$ cat src/rtl/tcb_lib_arbiter.sv
// SPN-to-1 TCB arbiter: round-robin or fixed-priority grant, locked across a stalled request.
// Responses are routed back to the issuing port DLY cycles after each manager transfer.
module tcb_lib_arbiter #(
  parameter int SPN = 2,
  parameter int ABW = 32,
  parameter int DBW = 32,
  parameter int DLY = 1,
  parameter int PRI = 0
)(
  input  logic               clk,
  input  logic               rst,
  input  logic [SPN-1:0]     sub_vld,
  input  logic [SPN-1:0]     sub_wen,
  input  logic [SPN*ABW-1:0] sub_adr,
  input  logic [SPN*DBW/8-1:0] sub_ben,
  input  logic [SPN*DBW-1:0] sub_wdt,
  output logic [SPN-1:0]     sub_rdy,
  output logic [SPN-1:0]     sub_rsp,
  output logic [DBW-1:0]     sub_rdt,
  output logic               sub_err,
  output logic               man_vld,
  output logic               man_wen,
  output logic [ABW-1:0]     man_adr,
  output logic [DBW/8-1:0]   man_ben,
  output logic [DBW-1:0]     man_wdt,
  input  logic               man_rdy,
  input  logic [DBW-1:0]     man_rdt,
  input  logic               man_err
);

  localparam int IW  = (SPN > 1) ? $clog2(SPN) : 1;
  localparam int CW  = IW + 1;
  localparam int BEW = DBW / 8;

  typedef enum logic {IDLE, LOCK} state_t;

  state_t        r_state;
  logic [IW-1:0] r_lock_idx;
  logic [IW-1:0] r_ptr;

  logic [IW-1:0] w_gnt;
  logic          w_gnt_vld;
  logic [CW-1:0] w_cand;
  logic          w_trn;

  // A stalled request keeps its grant so a later, higher-priority request cannot preempt it.
  always_comb begin
    w_gnt     = '0;
    w_gnt_vld = 1'b0;
    w_cand    = '0;
    if (r_state == LOCK) begin
      w_gnt     = r_lock_idx;
      w_gnt_vld = 1'b1;
    end else if (PRI == 0) begin
      for (int k = 0; k < SPN; k++) begin
        w_cand = {1'b0, r_ptr} + CW'(k);
        if (w_cand >= CW'(SPN)) w_cand = w_cand - CW'(SPN);
        if (!w_gnt_vld && sub_vld[w_cand[IW-1:0]]) begin
          w_gnt_vld = 1'b1;
          w_gnt     = w_cand[IW-1:0];
        end
      end
    end else begin
      for (int k = SPN-1; k >= 0; k--) begin
        if (sub_vld[k]) begin
          w_gnt_vld = 1'b1;
          w_gnt     = IW'(k);
        end
      end
    end
    if (rst) w_gnt_vld = 1'b0;
  end

  assign man_vld = w_gnt_vld & sub_vld[w_gnt];
  assign man_wen = sub_wen[w_gnt];
  assign man_adr = sub_adr[w_gnt*ABW +: ABW];
  assign man_ben = sub_ben[w_gnt*BEW +: BEW];
  assign man_wdt = sub_wdt[w_gnt*DBW +: DBW];
  assign w_trn   = man_vld & man_rdy;

  always_comb begin
    sub_rdy = '0;
    if (w_gnt_vld) sub_rdy[w_gnt] = man_rdy;
  end

  assign sub_rdt = man_rdt;
  assign sub_err = man_err;

  // The lock is released on any cycle the manager is ready, even if the locked port dropped vld.
  always_ff @(posedge clk or posedge rst) begin
    if (rst) begin
      r_state    <= IDLE;
      r_lock_idx <= '0;
      r_ptr      <= '0;
    end else begin
      case (r_state)
        IDLE: if (man_vld && !man_rdy) begin
          r_state    <= LOCK;
          r_lock_idx <= w_gnt;
        end
        LOCK: if (man_rdy) r_state <= IDLE;
        default: r_state <= IDLE;
      endcase
      if (PRI == 0 && w_trn)
        r_ptr <= (w_gnt == IW'(SPN-1)) ? '0 : w_gnt + 1'b1;
    end
  end

  generate
    if (DLY == 0) begin : g_nodly
      always_comb begin
        sub_rsp = '0;
        if (w_trn) sub_rsp[w_gnt] = 1'b1;
      end
    end else begin : g_dly
      logic [DLY-1:0] r_pipe_vld;
      logic [IW-1:0]  r_pipe_idx [DLY];

      always_ff @(posedge clk or posedge rst) begin
        if (rst) begin
          r_pipe_vld <= '0;
          for (int i = 0; i < DLY; i++) r_pipe_idx[i] <= '0;
        end else begin
          r_pipe_vld[0] <= w_trn;
          r_pipe_idx[0] <= w_gnt;
          for (int i = 1; i < DLY; i++) begin
            r_pipe_vld[i] <= r_pipe_vld[i-1];
            r_pipe_idx[i] <= r_pipe_idx[i-1];
          end
        end
      end

      always_comb begin
        sub_rsp = '0;
        if (r_pipe_vld[DLY-1]) sub_rsp[r_pipe_idx[DLY-1]] = 1'b1;
      end
    end
  endgenerate

endmodule
$ cat config.mk
export PLATFORM = sky130hd
export DESIGN_NAME = tcb_lib_arbiter
export DESIGN_NICKNAME = d
export VERILOG_FILES = /design/src/rtl/tcb_lib_arbiter.sv
export SDC_FILE = /design/constraint.sdc
export NUM_CORES = 1
export LEC_CHECK = 0
export BUFFER_PORTS_ARGS = -buffer_cell sky130_fd_sc_hd__buf_4
export CORE_AREA = 2 2 111 113
export DETAILED_ROUTE_END_ITERATION = 8
export DIE_AREA = 0 0 113 115
export REMOVE_ABC_BUFFERS = 1
export SYNTH_ARGS = -nofsm -noshare
export SYNTH_HDL_FRONTEND = slang
export SYNTH_SLANG_ARGS = --single-unit
$ cat constraint.sdc
create_clock -name clk -period 1.4 [get_ports clk]
set_input_delay 0 -clock clk [delete_from_list [all_inputs] [get_ports clk]]
set_output_delay 0 -clock clk [all_outputs]
set_load 0.02 [all_outputs]
# [Yosys cells after proc, flatten, opt, wreduce, memory -nomap -nowiden]
# Cells that the tools add are included.
[totals] regBits=5 output_inout_bits=107
[classes] mux=30 shifts=3 addsub=4 n_reduce_logical=7 magnitude_cmp=8 n_bitwise=4
[op_table] cell="64-bit by 7-bit variable part select with 32-bit output" count=2
[op_table] cell="1-bit two-way mux" count=25
[op_table] cell="1-bit by 2-bit less-than comparator with 1-bit output, second input constant" count=4
[op_table] cell="8-bit by 4-bit variable part select with 4-bit output" count=1
[op_table] cell="1-bit logical AND" count=4
[op_table] cell="2-bit two-way mux" count=2
[op_table] cell="1-bit by 1-bit adder with 2-bit output, second input constant" count=1
[op_table] cell="1-bit bitwise AND" count=2
[op_table] cell="2-bit bitwise AND" count=1
[op_table] cell="1-bit demux with 1-bit select" count=2
[op_table] cell="1-bit >= comparator, second input constant" count=2
[op_table] cell="1-bit by 2-bit >= comparator with 1-bit output, second input constant" count=1
[op_table] cell="2-bit >= comparator, second input constant" count=1
[op_table] cell="1-bit logical NOT" count=2
[op_table] cell="1-bit one-hot mux with 2 select lines" count=1
[op_table] cell="2-bit AND reduction" count=1
[op_table] cell="1-bit subtractor, second input constant" count=2
[op_table] cell="1-bit adder, second input constant" count=1
[op_table] cell="1-bit NOT" count=1

# [Longest topological paths before layout]
# Gate-level depths: netlist (run 1).
[logic_depth] ltp_word=17 depth_mapped=4 mapped_depth_nobuf=3

# [Worst setup path after synthesis (run 1)]
# OpenSTA, ideal clock, no wires.
[synth_timing] path_type="register -> output" from="register r_state" to="output man_adr[0]" stages_incl_launch_ff=5 setup_slack_ns=-0.081 n_path_buf=1 t_required_ns=1.400 arrival_time_ns=1.481 path_cell_list="dfrtp_1 > nand2b_1 > o21ai_4 > buf_6 > mux2_2"
[synth_between] elab_chain_cells=2
[synth_rtl] item="start: declaration" line_no="37" source="state_t r_state;"
[synth_rtl] item="start signal: assignment" line_no="92" source="r_state <= IDLE;"
[synth_rtl] item="start signal: assignment" line_no="98" source="r_state <= LOCK;"
[synth_rtl] item="start signal: assignment" line_no="101" source="LOCK: if (man_rdy) r_state <= IDLE;"
[synth_rtl] item="1-bit two-way mux" line_no="51" source="if (r_state == LOCK) begin"
[synth_rtl] item="64-bit by 7-bit variable part select with 32-bit output" line_no="76" source="assign man_adr = sub_adr[w_gnt*ABW +: ABW];"
[synth_rtl] item="end: declaration" line_no="23" source="output logic [ABW-1:0] man_adr,"
# Every way passes these cells.

# [Final worst setup path (run 1)]
[layout_timing] from="register r_state" to="output man_adr[25]"
# Same word-level chain as after synthesis.

==> implementation parameters, run 1 <==
Parameter                              Value

Status
  Outcome    finished, violations left
  Violations in the final reports    design-rule violations, negative setup slack

Routing
  Detailed-routing iteration count for the pre-antenna-repair pass    8
  Number of DRC markers after the initial detailed-route iteration    46
  DRC violations left    7
  Aggregate routed wire length    9150 um
  Routed length per instance    18.9 um
  Total via count after detailed routing    1920
  Remaining antenna violation count after routing    0
  Via-to-Cell Ratio    3.98

Worst hold path
  Path type of the worst min-delay path    input port to primary output
  Launch instance of the worst min-delay path    man_rdt[15]

Setup path
  WP data required    1400 ps
  Reg-to-Reg Start    r_state$_DFF_PP0_
  Worst Reg2Reg Path Length in Cells    4
  Capturing element of the worst setup path    man_adr[25]
  Startpoint of the most critical setup path    r_state$_DFF_PP0_
  Delay of the slowest critical-path stage    360 ps
  Crit-path slowest cell    dfrtp_1
  Worst setup path class    flip-flop to primary output
  Worst setup SP type    flip-flop
  Ordered list of cells on the worst path    nand2b_4 -> o21ai_4 -> buf_12 -> clkbuf_16 -> mux2_4 -> buf_6
  Flop2flop setup slack    240 ps
  Critical path peak fanout    8
  Critical path arrival    1750 ps
  Crit. End Element    primary output
  Reg-to-Reg End    g_dly.r_pipe_idx$_DFF_PP0_

STA
  Relative max-transition margin    80.0%
  Total setup violations reported at the end of the flow    70
  Pin slew with the least headroom to its limit    297 ps
  Final Critical Period    1750 ps
  Upper clock frequency limit    572 MHz
  Share of the cycle needed by the critical path after routing    125%
  Total count of hold-check failures in the final report    0
  Fin Clk Skew    0.363 ps
  Hold slack final    0.0262 ps
  Slew Viols, Final    0
  Unrepaired setup endpoints after global routing    true
  Setup slack after layout    -347 ps

Synthesis
  Gate Count Post-Synth    141
  Count of unique library cells instantiated by Yosys    20
  Mean post-synth cell area    9.83 um2
  FF+latch count, synth    5
  Predominant post-synthesis flop cell    dfrtp_1
  Count of yosys warnings during synthesis    0
  Seq/Total Area, Yosys    9.03%
  Number of enable flip-flop cells after synthesis    0
  Ys async rst share    100%
  Netlist Area Pre-Place    0.00139 mm2

Placement
  HPWL after detailed placement    6680 um
  Cell count after placement    469
  Count of port buffers added during placement    216
  Placed cell areas    0.00293 mm2
  Final weighted congestion in routability-driven placement    0.717
  Worst setup slack before clock tree synthesis    -142 ps

Finish
  Final #Nets    513
  Multi-input gate area in the final layout    0.00112 mm2
  Fraction of layout instances using a drive strength above 1    90.8%
  Final std cell area, no fill    0.00360 mm2
  FILL cells    1216
  Antenna fix cells    0
  Area taken by flip-flops and latches    125 um2
  Area added between synthesis and finish    160%
  Post-layout instance count excluding filler cells    483
  Core occupancy in the finished layout    30.5%

Power
  Sequential cell fraction of total power    6.3%
  Clock share of power    15.2%
  Switching Fraction    35.9%
  Worst vdd rail ir drop    308 uV
  Int Pwr    0.00196 W
  P per Cell Area    849 mW/mm2
  Reported leakage power    1.85 nW
  Net load switching power    0.00110 W
  Combinational Power Share    78.5%

Clock tree
  Count of H-tree levels built during CTS    1
  Clock tree from TritonCTS    built
  Maximum root-to-sink buffer count    2
  Clock latency reported for the late side of the worst-skew pair    230 ps
  Root buffer cell    clkbuf_16
  Post-CTS clock slew at the launch and capture registers of the worst setup and hold paths    30 ps
  Number of clock sinks seen by CTS    5
  Number of buffers created by CTS    3

Die
  Total core area    0.0118 mm2
  Horiz. Die Dim    113 um
  Total die area    0.0130 mm2
  Standard-cell rows    40
  Initial standard-cell utilization of the core    11.7%
  Chip height    115 um
  Number of top-level pins    283

Global route
  Initial antenna violation count    0
  Residual overflow from global routing    0
  Total track usage    11.1%
  Vias in the first global route    1900
  Maximum number of pins on one net before global-route repair    32
  Wire length of the first global-routing pass    10800 um

Flow run
  Number of violations of the max-capacitance limit    0
cells by family after synthesis:
family | after synthesis | share of synthesized area (%)
flip-flops | 5 | 9.03
buffers and inverters | 42 | 24.1
AND/OR/NAND/NOR | 16 | 5.96
AO/OA/AOI/OAI | 9 | 4.87
multiplexers | 69 | 56.0
worst min path at each step:
stage | cells after the start | to | slack, ps
3_3_place_gp | 2 | r_lock_idx$_DFFE_PP0P_ | -50
2_1_floorplan | 1 | g_dly.r_pipe_idx$_DFF_PP0_ | -220
3_5_place_dp | 2 | r_lock_idx$_DFFE_PP0P_ | -50
4_1_cts | 0 | sub_rdt[15] | 0.1
5_1_grt | 0 | sub_rdt[15] | 0.1
6_report | 0 | sub_rdt[15] | 0.03
cell usage after synthesis, drive strengths merged (2+ instances only):
master,number,share of area (%)
inv,2,0.54
nand2,2,0.54
a21oi,2,0.72
nand2b,3,1.4
buf,40,24
dfrtp,5,9.0
nor2b,4,1.8
o21ai,2,1.5
nor2,4,1.1
mux2,69,56
per-stage QoR:
step | TNS, ps | total power [W]
2_1_floorplan | -63080 | 0.00114
4_1_cts | -22050 | 0.00265
3_5_place_dp | -8370 | 0.00201
5_1_grt | -24670 | 0.00320
6_report | -21100 | 0.00306
3_3_place_gp | -8550 | 0.00199
critical path: cells and delay by family (launching register included):
kind	cells	cell delay (ps)
buf+inv	3	490
flops	1	360
compound gates	1	200
mux	1	310
simple gates	1	150
power groups by stage:
stage / Clock, W / Combinational [W] / Sequential, W
6_report: 0.000464 / 0.00240 / 0.000193
5_1_grt: 0.000482 / 0.00252 / 0.000197
3_5_place_dp: 0 / 0.00182 / 0.000188
3_3_place_gp: 0 / 0.00180 / 0.000187
2_1_floorplan: 0 / 0.000950 / 0.000190
4_1_cts: 0.000471 / 0.00199 / 0.000190
layout by cell type, fill, tap and decap left out:
| master | n |
|---|---|
| a21oi_1 | 2 |
| a22o_1 | 1 |
| mux2_4 | 48 |
| a31oi_1 | 1 |
| nor2b_2 | 1 |
| inv_1 | 2 |
| buf_4 | 159 |
| nand2b_4 | 1 |
| buf_16 | 1 |
| clkbuf_1 | 1 |
| buf_12 | 3 |
| o21ai_4 | 1 |
| nor2_1 | 4 |
| a21boi_2 | 1 |
| mux2_2 | 21 |
| dfrtp_1 | 5 |
| buf_6 | 62 |
| nand3_1 | 1 |
| clkbuf_16 | 6 |
| o21ai_0 | 1 |
| o22ai_1 | 1 |
| and2_1 | 1 |
| nor2b_1 | 3 |
| nand2_1 | 1 |
| nor3_1 | 1 |
| nand2b_1 | 2 |
| o31ai_1 | 1 |
| nand2_2 | 1 |
| dlygate4sd3_1 | 3 |
registers in the layout, summed over array words and instances (netlist names):
signal            cells
g_dly.r_pipe_vld      1
r_state               1
g_dly.r_pipe_idx      1
r_ptr                 1
r_lock_idx            1
timing repair:
item / 4_1_cts / 5_1_grt
buffers inserted: 3 / 1
cloned: 1 / 4
setup endpoints to repair: 72 / 72
hold endpoints to repair: 7 / 0
pin swaps: 1 / 1
gates resized for setup: 27 / 95
hold buffers: 3 / 0
routing by layer:
layer	global-route usage, %	wire length, um
met5	4.07	58
met4	1.46	16
met1	13.8	3670
met3	8.49	1430
met2	15.2	3970
cell type report:
cell class | count | area share (%)
clock buffers | 4 | 2.19
repair buffers | 231 | 57.8
multi-input cells | 94 | 31.2
inverters | 2 | 0.208
well taps | 147 | 5.10
flip-flops and latches | 5 | 3.47
Note: power is estimated with default switching activity, not from simulation.
==> run 2: changes to the inputs <==
--- a/config.mk
+++ b/config.mk
@@ -7,6 +7,7 @@
 export LEC_CHECK = 0
 export BUFFER_PORTS_ARGS = -buffer_cell sky130_fd_sc_hd__buf_4
 export CORE_AREA = 2 2 111 113
+export CTS_BUF_LIST = sky130_fd_sc_hd__clkbuf_8
 export DETAILED_ROUTE_END_ITERATION = 8
 export DIE_AREA = 0 0 113 115
 export REMOVE_ABC_BUFFERS = 1
==> implementation parameters, run 2 (synthesis results as in run 1) <==
Parameter                              Value

Finish
  Fraction of layout instances using a drive strength above 1    90.4%
  Top library cells by usage in the layout, fill and taps aside    buf_4 (203), mux2_2 (57), buf_6 (19)
  FILL cells    1263
  Core occupancy in the finished layout    26.9%
  Final #Nets    509
  Most frequent standard cell in the layout excluding fill and tap cells    buf_4
  Post-layout instance count excluding filler cells    479
  Final std cell area, no fill    0.00318 mm2
  Area added between synthesis and finish    129%
  Antenna fix cells    0

STA
  Setup slack after layout    -331 ps
  Final Critical Period    1730 ps
  Total count of hold-check failures in the final report    0
  Upper clock frequency limit    578 MHz
  Fin Clk Skew    0.684 ps
  Unrepaired setup endpoints after global routing    true
  Slew Viols, Final    0
  Total setup violations reported at the end of the flow    70
  Share of the cycle needed by the critical path after routing    124%
  Accumulated negative setup slack    -19840 ps
  Relative max-transition margin    80.0%
  Pin slew with the least headroom to its limit    297 ps

Clock tree
  Maximum root-to-sink buffer count    2
  Root buffer cell    clkbuf_8
  Post-CTS clock slew at the launch and capture registers of the worst setup and hold paths    30 ps
  Clock tree from TritonCTS    built
  Number of clock sinks seen by CTS    5
  Count of H-tree levels built during CTS    1
  Clock latency reported for the late side of the worst-skew pair    220 ps
  Number of buffers created by CTS    3

Power
  Int Pwr    0.00149 W
  Clock share of power    10.4%
  Worst vdd rail ir drop    251 uV
  Reported leakage power    1.60 nW
  Sequential cell fraction of total power    7.8%
  Combinational Power Share    81.8%
  P per Cell Area    769 mW/mm2
  Switching Fraction    38.9%
  Net load switching power    0.000950 W

Global route
  Vias in the first global route    1893
  Residual overflow from global routing    0
  Wire length of the first global-routing pass    10700 um
  Initial antenna violation count    0
  Total track usage    11.0%
  Maximum number of pins on one net before global-route repair    32

Setup path
  Flop2flop setup slack    110 ps
  Crit. End Element    primary output
  WP data required    1400 ps
  Worst setup SP type    flip-flop
  Worst setup path class    flip-flop to primary output
  Critical path arrival    1730 ps
  Critical path peak fanout    7

Routing
  Aggregate routed wire length    8110 um
  DRC violations left    7
  Remaining antenna violation count after routing    0
  Via-to-Cell Ratio    3.85
  Routed length per instance    16.9 um
  Detailed-routing iteration count for the pre-antenna-repair pass    8
  Total via count after detailed routing    1846
  Number of DRC markers after the initial detailed-route iteration    55

Placement
  Cell count after placement    469
  Count of port buffers added during placement    216
  Final weighted congestion in routability-driven placement    0.717
  HPWL after detailed placement    6680 um
  Placed cell areas    0.00293 mm2

Die
  Horiz. Die Dim    113 um
  Total core area    0.0118 mm2
  Number of top-level pins    283
  Initial standard-cell utilization of the core    11.7%
  Total die area    0.0130 mm2
  Standard-cell rows    40
  Chip height    115 um

Status
  Outcome    finished, violations left
  Violations in the final reports    design-rule violations, negative setup slack

Worst hold path
  Path type of the worst min-delay path    input port to primary output

Flow run
  Number of violations of the max-capacitance limit    0
-- run 2: cell types whose count changed in the layout (fill, tap and decap cells not counted), moves of 2 or more --
cell | before | now
clkbuf_16 | 6 | 1
buf_12 | 3 | 1
mux2_4 | 48 | 12
buf_4 | 159 | 203
clkbuf_8 | 0 | 3
mux2_2 | 21 | 57
buf_6 | 62 | 19
-- run 2: worst max-delay path, cell delays in order, from the launching register on --
cell       delay (ps)
dfrtp_1           360
nand2b_4          140
o21ai_4           200
buf_6             170
clkbuf_16         160
mux2_2            340
buf_6             130
-- run 2: cell type report --
cell class / count / area [um2] / share of cell area (%)
multi-input cells: 94 / 983 / 31.0
clock inverters: 1 / 3.75 / 0.118
flip-flops and latches: 5 / 125 / 3.94
well taps: 147 / 184 / 5.79
inverters: 2 / 7.51 / 0.236
repair buffers: 227 / 1830 / 57.6
clock buffers: 3 / 41.3 / 1.30
-- run 2: timing repair --
action / CTS / global route
endpoints found under the setup margin: 72 / 72
pin swaps: 1 / 0
resized for setup: 26 / 9
gates cloned: 1 / 1
hold buffers: 2 / 0
setup buffers: 3 / 0
endpoints found under the hold margin: 6 / 0
-- run 2: final timing paths --
check	startpoint	end	cells past startpoint
worst max-delay path	r_state$_DFF_PP0_	man_adr[30]	6
worst min-delay path	man_rdt[15]	sub_rdt[15]	0
worst max register to register	r_state$_DFF_PP0_	g_dly.r_pipe_idx$_DFF_PP0_	6
worst min register to register	r_ptr$_DFFE_PP0P_	r_ptr$_DFFE_PP0P_	2
max in group asynchronous	rst	g_dly.r_pipe_vld$_DFF_PP0_	3
min in group asynchronous	rst	r_lock_idx$_DFFE_PP0P_	3
-- run 2: per-layer routing --
metal	GRT usage [%]	vias up	share of wire (%)
met3	8.54	8	17
met2	15.1	174	43
li1	-	850	-
met4	0.732	2	0.25
met1	13.8	812	39
met5	4.07	-	0.73
-- run 2: power by group through the flow --
stage	clock (W)	combinational (W)	sequential [W]
after floorplan	0	0.000950	0.000190
after global placement	0	0.00180	0.000187
after detailed placement	0	0.00182	0.000188
after CTS	0.000262	0.00199	0.000187
after global routing	0.000276	0.00211	0.000193
final	0.000254	0.00200	0.000189
-- run 2: through the flow --
stage,hold slack [ps],power (W),worst slack [ps]
after floorplan,-216,0.00114,-882
after detailed placement,-49.8,0.00201,-142
after global routing,0.124,0.00258,-391
final,0.0436,0.00244,-331
after global placement,-54.3,0.00199,-148
after CTS,0.137,0.00244,-345
